### src/rtl/adder_pkg.sv
// rtl/adder_pkg.sv - shared defaults, chunk helpers and stage flag type for the pipelined adder
//
// Purpose : Default geometry of adder_pipe_param, the chunk-width derivation,
//           the WIDTH/STAGES legality test used at elaboration, and the packed
//           {valid, carry} flag describing one pipeline stage.
// Ports   : none (package)

package adder_pkg;

  localparam int DEF_WIDTH  = 32;
  localparam int DEF_STAGES = 4;

  // One pipeline stage as seen from outside: does it hold a live operand set,
  // and what carry did its chunk produce.
  typedef struct packed {
    logic valid;
    logic carry;
  } stage_flag_t;

  function automatic int chunk_width(input int width, input int stages);
    return width / stages;
  endfunction

  // The carry chain is cut into equal slices, so the split must be exact and
  // every stage must own at least one bit.
  function automatic bit split_ok(input int width, input int stages);
    return (stages >= 1) && (stages <= width) && ((width % stages) == 0);
  endfunction

endpackage

### src/rtl/adder_chunk.sv
// rtl/adder_chunk.sv - one registered CHUNK-bit slice of the carry chain
//
// Purpose : Adds one chunk of the operands plus an incoming carry and registers
//           the chunk sum and its carry-out. Holds its outputs unless en is high.
// Ports   : clk      in   rising-edge clock
//           rst      in   synchronous active-high reset (clears s_chunk, cout)
//           en       in   load a new chunk result this cycle
//           a_chunk  in   CHUNK-bit slice of operand A
//           b_chunk  in   CHUNK-bit slice of operand B
//           cin      in   carry into bit 0 of the slice
//           s_chunk  out  registered CHUNK-bit slice sum
//           cout     out  registered carry out of the slice MSB

module adder_chunk
  import adder_pkg::*;
#(
  parameter int CHUNK = chunk_width(DEF_WIDTH, DEF_STAGES)
) (
  input  logic             clk,
  input  logic             rst,
  input  logic             en,
  input  logic [CHUNK-1:0] a_chunk,
  input  logic [CHUNK-1:0] b_chunk,
  input  logic             cin,
  output logic [CHUNK-1:0] s_chunk,
  output logic             cout
);

  logic [CHUNK:0] total;

  assign total = {1'b0, a_chunk} + {1'b0, b_chunk} + {{CHUNK{1'b0}}, cin};

  always_ff @(posedge clk) begin
    if (rst) begin
      s_chunk <= '0;
      cout    <= 1'b0;
    end else if (en) begin
      s_chunk <= total[CHUNK-1:0];
      cout    <= total[CHUNK];
    end
  end

endmodule

### src/rtl/adder_pipe_param.sv
// rtl/adder_pipe_param.sv - WIDTH-bit adder pipelined into STAGES carry-chained chunks
//
// Purpose : {c_out, sum} = a + b + c_in, one chunk of the carry chain per stage,
//           valid/ready on both sides, one result per clock, full stall under
//           backpressure. Optional macro ADDER_OVF_EN adds the signed overflow
//           output ovf together with the operand-MSB pipeline that feeds it.
// Ports   : clk        in   rising-edge clock
//           rst        in   synchronous active-high reset, flushes all in-flight sets
//           in_valid   in   a/b/c_in valid this cycle
//           in_ready   out  operand set accepted this cycle (combinational)
//           a, b       in   WIDTH-bit operands
//           c_in       in   carry in
//           out_valid  out  sum/c_out/q valid
//           out_ready  in   consumer takes the result this cycle
//           sum        out  (a+b+c_in) mod 2^WIDTH
//           c_out      out  carry out of bit WIDTH-1
//           q          out  {c_out, sum}
//           ovf        out  signed overflow (ADDER_OVF_EN only)

module adder_pipe_param
  import adder_pkg::*;
#(
  parameter int WIDTH  = DEF_WIDTH,
  parameter int STAGES = DEF_STAGES
) (
  input  logic             clk,
  input  logic             rst,
  input  logic             in_valid,
  output logic             in_ready,
  input  logic [WIDTH-1:0] a,
  input  logic [WIDTH-1:0] b,
  input  logic             c_in,
  output logic             out_valid,
  input  logic             out_ready,
  output logic [WIDTH-1:0] sum,
  output logic             c_out,
  output logic [WIDTH:0]   q
`ifdef ADDER_OVF_EN
  ,
  output logic             ovf
`endif
);

  localparam int CHUNK = chunk_width(WIDTH, STAGES);

  if (!split_ok(WIDTH, STAGES)) begin : g_bad_split
    $error("adder_pipe_param: WIDTH must be a non-zero multiple of STAGES");
  end

  logic              adv;
  logic [STAGES-1:0] vld;
  logic [STAGES-1:0] load;
  logic [STAGES-1:0] cout;
  stage_flag_t       out_flag;

  // The whole pipe moves as one: it advances whenever the output register is
  // empty or being drained this cycle, otherwise every register freezes.
  assign adv      = ~vld[STAGES-1] | out_ready;
  assign in_ready = adv;

  // Data registers only load behind a live set; bubbles move the valid bits
  // but leave data untouched, which is what keeps sum/q stable between results.
  always_comb begin
    load    = '0;
    load[0] = adv & in_valid;
    for (int k = 1; k < STAGES; k++) begin
      load[k] = adv & vld[k-1];
    end
  end

  always_ff @(posedge clk) begin
    if (rst) begin
      vld <= '0;
    end else if (adv) begin
      vld[0] <= in_valid;
      for (int k = 1; k < STAGES; k++) begin
        vld[k] <= vld[k-1];
      end
    end
  end

  // Stage k sees a_pend/b_pend: the operand bits from chunk k upward, delayed
  // k cycles. It consumes the low chunk and hands the rest to stage k+1.
  // sum_done collects chunk sums 0..k so the lower results ride along and
  // line up with the top chunk at the output.
  for (genvar k = 0; k < STAGES; k++) begin : g_stage
    logic [WIDTH-k*CHUNK-1:0] a_pend;
    logic [WIDTH-k*CHUNK-1:0] b_pend;
    logic [(k+1)*CHUNK-1:0]   sum_done;
    logic [CHUNK-1:0]         s_chunk;
    logic                     cin;

    if (k == 0) begin : g_first
      assign a_pend   = a;
      assign b_pend   = b;
      assign cin      = c_in;
      assign sum_done = s_chunk;
    end else begin : g_next
      logic [k*CHUNK-1:0] sum_lo;

      // Upper operand bits move one stage while the set itself enters
      // stage k-1, so they are waiting when the set reaches stage k.
      always_ff @(posedge clk) begin
        if (rst) begin
          a_pend <= '0;
          b_pend <= '0;
        end else if (load[k-1]) begin
          a_pend <= g_stage[k-1].a_pend[WIDTH-(k-1)*CHUNK-1:CHUNK];
          b_pend <= g_stage[k-1].b_pend[WIDTH-(k-1)*CHUNK-1:CHUNK];
        end
      end

      always_ff @(posedge clk) begin
        if (rst) begin
          sum_lo <= '0;
        end else if (load[k]) begin
          sum_lo <= g_stage[k-1].sum_done;
        end
      end

      assign cin      = cout[k-1];
      assign sum_done = {s_chunk, sum_lo};
    end

    adder_chunk #(
      .CHUNK(CHUNK)
    ) u_chunk (
      .clk    (clk),
      .rst    (rst),
      .en     (load[k]),
      .a_chunk(a_pend[CHUNK-1:0]),
      .b_chunk(b_pend[CHUNK-1:0]),
      .cin    (cin),
      .s_chunk(s_chunk),
      .cout   (cout[k])
    );

    if (k == STAGES-1) begin : g_last
      assign sum = sum_done;
    end
  end

  assign out_flag  = {vld[STAGES-1], cout[STAGES-1]};
  assign out_valid = out_flag.valid;
  assign c_out     = out_flag.carry;
  assign q         = {c_out, sum};

`ifdef ADDER_OVF_EN
  logic [STAGES-1:0] a_msb;
  logic [STAGES-1:0] b_msb;

  // Operand sign bits travel with the set so the final sum MSB can be judged
  // against the operands it came from.
  always_ff @(posedge clk) begin
    if (rst) begin
      a_msb <= '0;
      b_msb <= '0;
    end else begin
      if (load[0]) begin
        a_msb[0] <= a[WIDTH-1];
        b_msb[0] <= b[WIDTH-1];
      end
      for (int k = 1; k < STAGES; k++) begin
        if (load[k]) begin
          a_msb[k] <= a_msb[k-1];
          b_msb[k] <= b_msb[k-1];
        end
      end
    end
  end

  assign ovf = (a_msb[STAGES-1] == b_msb[STAGES-1]) & (sum[WIDTH-1] != a_msb[STAGES-1]);
`endif

endmodule

### config.mk
export PLATFORM = sky130hd
export DESIGN_NAME = adder_pipe_param
export DESIGN_NICKNAME = d
export VERILOG_FILES = /design/src/rtl/adder_pkg.sv /design/src/rtl/adder_chunk.sv /design/src/rtl/adder_pipe_param.sv
export SDC_FILE = /design/constraint.sdc
export NUM_CORES = 1
export LEC_CHECK = 0
export ABC_CLOCK_PERIOD_IN_PS = 2490
export CAP_MARGIN = 30
export CORE_UTILIZATION = 48
export DETAILED_ROUTE_END_ITERATION = 8
export PLACE_DENSITY = 0.76
export SLEW_MARGIN = 20
export SYNTH_ARGS = -nofsm -noshare
export SYNTH_HDL_FRONTEND = slang
export SYNTH_SLANG_ARGS = --single-unit
### constraint.sdc
create_clock -name clk -period 2.49 [get_ports clk]
set_input_delay 0.6225 -clock clk [delete_from_list [all_inputs] [get_ports clk]]
set_output_delay 0.6225 -clock clk [all_outputs]
set_load 0.03 [all_outputs]
# --- After elaboration in Yosys (flattened, before gate mapping) ---
# Cells that the tools add are included.
word_totals:
  register_bits: 184
  in_bits: 69
  out_inout_bits: 68
op_classes:
  add_sub_neg: 8
  bitwise: 6
ops:
  columns: ["op", "n"]
  rows:
  - ["$add A8 B8 Y9", 4]
  - ["$add A9 B1 Y9", 4]
  - ["$and A1 B1 Y1", 4]
  - ["$not A1 Y1", 1]
  - ["$or A1 B1 Y1", 1]

# --- Logic depth before layout (Yosys ltp) ---
# Gate-level depths: netlist (run 1).
depth:
  word_depth: 3
  ltp_mapped: 8
  depth_no_buf: 6

# --- By module ---
# A second synthesis (run 1) with hierarchy kept.
unflattened:
  cells_unflattened: 941
  area_unflattened_um2: 8732.1
by_module_without_submodules:
  columns: ["mod", "instances", "cells_each", "area_each_um2"]
  rows:
  - ["adder_pipe_param", 1, 665, 6080.8]
  - ["adder_chunk at g_stage[1].u_chunk ...", 3, 69, 663.1]
  - ["adder_chunk at g_stage[0].u_chunk", 1, 69, 661.9]

# --- Least setup slack after synthesis (run 1) ---
# No wires, ideal clock.
synth_timing:
  path_kind: "input to register"
  startpoint: "in a[0]"
  endpoint: "reg g_stage[0].u_chunk.s_chunk[6]"
  setup_time_ns: 0.079
  t_arrival_ns: 2.365
  required_ns: 2.411
  setup_slack_ns: 0.046
  cell_stages: 6
  path_buffers: 0
  path_cell_list: "fa_1 fa_1 a211oi_1 o21bai_1 a2111o_1 o211ai_1"
synth_via:
  elab_chain_cells: 2
synth_lines:
  columns: ["element", "line_no", "source"]
  rows:
  - ["start, declared", "adder_pipe_param.sv:30", "input logic [WIDTH-1:0] a,"]
  - ["$add A8 B8 Y9", "adder_chunk.sv:31", "assign total = {1'b0, a_chunk} + {1'b0, b_chunk} + {{CHUNK{1'b0}}, cin};"]
  - ["$add A9 B1 Y9", "adder_chunk.sv:31", null]
  - ["end signal, assigned", "adder_chunk.sv:38", "s_chunk <= total[CHUNK-1:0];"]
  - ["end, declared", "adder_chunk.sv:25", "output logic [CHUNK-1:0] s_chunk,"]
# No other way between the ends.
# A chain may end at the register's enable or synchronous reset.

# --- Final worst setup path (run 1) ---
layout_timing:
  startpoint: "reg g_stage[2].a_pend[0]"
  endpoint: "reg g_stage[2].u_chunk.cout"
layout_via:
  elab_chain_cells: 2
layout_lines:
  columns: ["element", "line_no", "source"]
  rows:
  - ["start, declared", "adder_pipe_param.sv:87", "logic [WIDTH-k*CHUNK-1:0] a_pend;"]
  - ["start signal, assigned", "adder_pipe_param.sv:108", "a_pend <= g_stage[k-1].a_pend[WIDTH-(k-1)*CHUNK-1:CHUNK];"]
  - ["$add A8 B8 Y9", "adder_chunk.sv:31", null]
  - ["$add A9 B1 Y9", "adder_chunk.sv:31", null]
  - ["end signal, assigned", "adder_chunk.sv:39", "cout <= total[CHUNK];"]
  - ["end, declared", "adder_chunk.sv:26", "output logic cout"]
# No other way between the ends.

==> impl_metrics.py, run 1 <==
metrics = {
    "timing": {
        "slew_violations": 0,
        "fin_skew_ns": 0.00876,
        "holdWs_ns": 0.450,
        "post-route-min-period_ns": 2.43,
        "max_slew_margin_pct": 72.2,
        "setup_viol": 0,
        "period_share_pct": 97.5,
        "fmax_ghz": 0.412,
        "tightestPinTransition_ns": 0.406,
        "rsz0062_at_grt": "false",
        "final-hold-violation-count": 0,
    },
    "clocking": {
        "tritoncts": "yes",
        "root_buffer": "clkbuf_16",
        "cts_setup_buffers": 0,
        "cts_sinks": 184,
        "path_clk_slew_ns": 0.07,
        "clock_latency_ns": 0.43,
        "cts_buffers": 17,
        "clock_path_buffers": 2,
        "htreeDepth": 4,
    },
    "layout": {
        "final_cells": 1277,
        "syn_to_final_growth_pct": 25.6,
        "finalNetCount": 1153,
        "final_cell_area_um2": 9940,
        "drive_gt1_share_pct": 7.16,
        "insertedDiodeCount": 0,
    },
    "placement": {
        "place_congestion": 0.844,
        "placed_cell_area_um2": 9270,
        "place_hpwl_mm": 12.0,
        "io_buffers": 136,
        "dpl.cell_count": 1245,
    },
    "floorplanning": {
        "die_w_um": 130,
        "rows": 46,
        "dieArea_um2": 17000,
        "initial_utilization_pct": 49.5,
        "core_area_um2": 16000,
        "die_h_um": 130,
        "ioPinCount": 137,
    },
    "logic_synthesis": {
        "synth_area_leader_cell": "dfxtp_1",
        "async_reset_ff_share_pct": 0,
        "synth_common_cells": "nand2_1, dfxtp_1, a21oi_1, buf_4, ha_1",
        "synthCells": 963,
        "synth_nets": 1068,
        "postSynthAreaPerCell_um2": 8.22,
        "ys.warnings.count": 0,
        "synthTopCellsByArea": "dfxtp_1, nand2_1, a21oi_1, ha_1, buf_4",
        "synth_ff_type": "dfxtp_1",
        "syn_area_um2": 7910,
        "yosysMostFrequentCell": "nand2_1",
        "synth_edf_count": 0,
        "ys_types": 54,
        "yosysTopAreaCellShare_pct": 46.6,
        "synth_seq_area_share_pct": 46.6,
        "ys_ff_latch": 184,
    },
    "hold_path": {
        "min-delay-start": "g_stage[2].b_pend[15]",
        "hold_path.class": "reg2reg",
    },
    "power": {
        "p_leak_nw": 3.67,
        "power_density_nw_per_um2": 662,
        "irDropWorstVdd_uv": 429,
    },
    "drt": {
        "drt_iter0_markers": 423,
        "vias": 6612,
        "dr.pass1.iters": 7,
        "post_drt_wl_per_cell_um": 13.3,
        "drtAntennaViolNets": 0,
        "via_per_inst": 5.18,
        "routed_wl_mm": 17.0,
        "route.detailed.drc": 0,
    },
    "worst_setup_path": {
        "cp.arrival_ns": 2.75,
        "path_common_cell": "fa_1",
        "required_ns": 2.81,
        "cp_cell_sequence": "fa_1, fa_1, a21o_1, a2111oi_0, nor2_1, o31a_1",
        "crit_path_max_incr_delay_ns": 0.48,
        "worst_setup_path_start_kind": "register",
        "critPathTopFamily": "compound AO/OA/AOI/OAI gates",
        "crit_path_end_kind": "register",
        "crit_start": "g_stage[2].a_pend[0]",
        "criticalPathCategory": "reg2reg",
        "crit_slowest_cell": "fa_1",
        "critPathBufInv": 0,
        "crit_fanout": 3,
        "r2r-start": "g_stage[2].a_pend[0]",
    },
    "flow_run": {
        "maxCapViolCount": 0,
    },
    "grt": {
        "grt_pass1_vias": 5823,
        "grt_usage_pct": 20.9,
        "grt_max_degree": 87,
        "grt_first_pass_wirelength_mm": 27.9,
        "grt_remaining_overflow": 0,
        "antenna_found_initial": 0,
    },
    "run_status": {
        "run_status": "finished, final reports clean",
    },
}
-- area by class of cell --
cell class / instances / area, µm²
multi-input combinational: 680 / 3710
clock buffer: 20 / 457
inverter: 4 / 15.0
fill: 1444 / 6060
timing repair buffer: 161 / 1620
clock inverter: 12 / 185
tap: 216 / 270
sequential: 184 / 3680
-- through the flow --
step                setup slack (ns)  setup TNS (ns)  total power [mW]  utilization, %
floorplan                     0.0461               0              3.50               -
global placement              -0.424           -1.17              3.73            57.9
detailed placement            -0.438           -1.31              3.74            57.9
CTS                           0.0140               0              6.62            62.0
global route                  0.0239               0              6.82            62.1
finish                        0.0615               0              6.58            62.1
-- registers in the layout (all words and copies together) (netlist names) --
name	count
g_stage.a_pend	48
g_stage.b_pend	48
g_stage.g_next.sum_lo	48
g_stage.u_chunk.cout	4
g_stage.u_chunk.s_chunk	32
vld	4
-- metal layers --
| metal | GRT usage [%] | wire, µm | share of wire (%) |
|---|---|---|---|
| met1 | 29.6 | 8380 | 49 |
| met2 | 31.7 | 7380 | 43 |
| met3 | 4.32 | 961 | 5.7 |
| met4 | 6.96 | 280 | 1.6 |
| met5 | 0 | 0 | 0 |
-- path summary, 6_finish.rpt --
kind	endpoint	slack, ns	depth (start not counted)
hold / removal	g_stage[3].b_pend[7]	0.45	2
hold reg to reg	g_stage[3].b_pend[7]	0.45	2
setup reg to reg	g_stage[2].u_chunk.cout	0.06	6
setup / recovery	g_stage[2].u_chunk.cout	0.06	6
-- power breakdown --
| part | total (mW) | internal (mW) | switching, mW |
|---|---|---|---|
| sequential | 3.10 | 3.04 | 0.0595 |
| clock | 2.90 | 1.75 | 1.14 |
| combinational | 0.584 | 0.273 | 0.312 |
-- layout by cell type, fill, tap and decap left out, types with 3 or more instances in the layout --
cell type          n
nand2_1          317
dfxtp_1          184
a21oi_1          169
clkdlybuf4s50_1  134
ha_1              28
buf_4             21
nor2_1            18
clkbuf_16         17
a211oi_1          15
o21ai_0           12
a211o_1           11
or3_1             10
nand3_1            9
a21o_1             7
o21a_1             6
o211ai_1           6
buf_12             6
fa_1               5
inv_6              5
a311oi_1           4
xnor2_1            4
nor3b_1            4
o22ai_1            4
bufinv_16          4
and2_1             3
nand3b_1           3
fa_2               3
-- worst register-to-register path, cell delays in order, from the launching register on --
cell	delay (ns)
dfxtp_1	0.33
fa_1	0.48
fa_1	0.43
a21o_1	0.20
a2111oi_0	0.44
nor2_1	0.15
o31a_1	0.29
-- kinds of logic (layout without fill, tap and decap cells) --
family	count (synthesis)	in the layout	share of synthesized area, %
AOI/OAI and AO/OA	262	262	20.1
buffers and inverters	99	197	6.99
adders and majority gates	36	36	6.45
DFF	184	184	46.6
xor gates and xnor gates	6	6	0.664
and+or+nand+nor	376	376	19.2
-- timing repair --
action	in CTS	in global routing
resized for setup	1	6
endpoints found under the setup margin	1	4
pin swaps	0	1
hold buffers	0	0
Note: power is estimated with default switching activity, not from simulation.
==> run 2, diff against run 1 <==
CORE_UTILIZATION = 30   (was 48)
PLACE_DENSITY = 0.52   (was 0.76)
==> impl_metrics.py, run 2 (same netlist as run 1, synthesis figures left out) <==
metrics = {
    "run_status": {
        "run_status": "finished, final reports clean",
    },
    "clocking": {
        "ctsHoldBuffers": 0,
        "clock_latency_ns": 0.44,
        "cts_setup_buffers": 0,
        "cts_sinks": 184,
        "htreeDepth": 4,
        "cts_buffers": 17,
        "tritoncts": "yes",
        "root_buffer": "clkbuf_16",
        "path_clk_slew_ns": 0.08,
        "clock_path_buffers": 2,
        "cts_resized": 0,
    },
    "power": {
        "power_density_nw_per_um2": 642,
        "irDropWorstVdd_uv": 344,
        "p_leak_nw": 3.66,
        "power_mw": 6.45,
    },
    "hold_path": {
        "hold_path_depth": 2,
        "hold_path.class": "reg2reg",
        "min_to": "g_stage[3].a_pend[7]",
        "min-delay-start": "g_stage[2].a_pend[15]",
    },
    "timing": {
        "max_slew_margin_pct": 62.9,
        "final-hold-violation-count": 0,
        "slew_violations": 0,
        "fin_setup_tns_ns": 0,
        "fmax_ghz": 0.422,
        "rsz0062_at_grt": "false",
        "period_share_pct": 95.3,
        "tightestPinTransition_ns": 0.557,
        "fin_skew_ns": 0.0170,
        "post-route-min-period_ns": 2.37,
        "timing.final.ws_setup_ns": 0.118,
        "setup_viol": 0,
    },
    "placement": {
        "pre_cts_ws_ns": -0.432,
        "dpl.cell_count": 1365,
        "place_hpwl_mm": 13.4,
        "io_buffers": 136,
        "place_congestion": 0.764,
    },
    "grt": {
        "grt_remaining_overflow": 0,
        "grt_max_degree": 68,
        "antenna_found_initial": 0,
        "grt_usage_pct": 14.4,
        "grt_pass1_vias": 5995,
        "grt_first_pass_wirelength_mm": 31.0,
    },
    "drt": {
        "route.detailed.drc": 0,
        "dr.pass1.iters": 5,
        "post_drt_wl_per_cell_um": 13.5,
        "via_per_inst": 4.65,
        "drtAntennaViolNets": 0,
        "drt_iter0_markers": 468,
        "routed_wl_mm": 18.8,
        "vias": 6498,
    },
    "layout": {
        "syn_to_final_growth_pct": 27.1,
        "insertedDiodeCount": 0,
        "layout_commonest_cell": "nand2_1",
        "finalNetCount": 1154,
        "layout_common_cells": "nand2_1, dfxtp_1, a21oi_1",
        "drive_gt1_share_pct": 7.16,
        "final_cells": 1397,
        "final_core_util_pct": 38.7,
        "largest_registers": "g_stage.a_pend: 48 flops, g_stage.b_pend: 48 flops, g_stage.g_next.sum_lo: 48 flops",
    },
    "worst_setup_path": {
        "criticalPathCategory": "in2reg",
        "regToRegSetupSlack_ns": 0.16,
        "required_ns": 2.85,
        "crit_fanout": 2,
        "cp.arrival_ns": 2.74,
        "r2r_end": "g_stage[2].u_chunk.cout",
        "crit_path_end_kind": "register",
        "worst_setup_path_start_kind": "input pin",
        "r2r-start": "g_stage[2].a_pend[0]",
        "r2r_cells": 6,
    },
    "floorplanning": {
        "ioPinCount": 137,
        "die_w_um": 164,
        "core_area_um2": 26000,
        "dieArea_um2": 27000,
        "rows": 59,
        "die_h_um": 164,
        "initial_utilization_pct": 30.5,
    },
    "flow_run": {
        "maxCapViolCount": 0,
    },
}
==> run 2: cell type report <==
type                    instances  area (µm²)
fillers                      2761       15900
multi-input cells             680        3700
flip-flops and latches        184        3680
repair buffers                162        1620
clock buffers                  17         425
well taps                     335         419
clock inverters                15         199
inverters                       4        15.0
==> run 2: critical path: stages <==
cell and delay (ns):
clkdlybuf4s50_1 0.43, fa_2 0.41, fa_1 0.40, a211oi_2 0.25, o21bai_1 0.12, a2111o_1 0.41
o211ai_1 0.09
==> run 2: metrics by stage <==
stage	area, µm²	hold slack (ns)
2_1_floorplan	7910	0.432
3_3_place_gp	9420	0.440
3_5_place_dp	9420	0.446
4_1_cts	10000	0.454
5_1_grt	10100	0.472
6_report	10100	0.450
==> run 2: worst max-delay path by stage <==
stage / startpoint / end / slack, ns / cells past startpoint
2_1_floorplan: a[0] / g_stage[0].u_chunk.s_chunk[6] / 0.05 / 6
3_3_place_gp: a[0] / g_stage[0].u_chunk.s_chunk[6] / -0.44 / 7
3_5_place_dp: a[0] / g_stage[0].u_chunk.s_chunk[6] / -0.43 / 7
4_1_cts: a[0] / g_stage[0].u_chunk.s_chunk[6] / 0.02 / 7
5_1_grt: a[0] / g_stage[0].u_chunk.s_chunk[6] / 0.01 / 7
6_report: a[0] / g_stage[0].u_chunk.s_chunk[6] / 0.12 / 7
==> run 2: metal layers <==
metal	global-route usage, %	vias to the layer above	wire length, µm	share of wire (%)
met1	22.7	2927	10600	56
met3	2.86	11	685	3.6
li1	-	3418	-	-
met4	3.63	0	144	0.77
met5	0	-	0	0
met2	19.5	142	7370	39
==> run 2: power breakdown <==
part	switching, mW	internal, mW
sequential	0.0589	3.03
clock	1.39	1.38
combinational	0.321	0.273
total	1.77	4.69
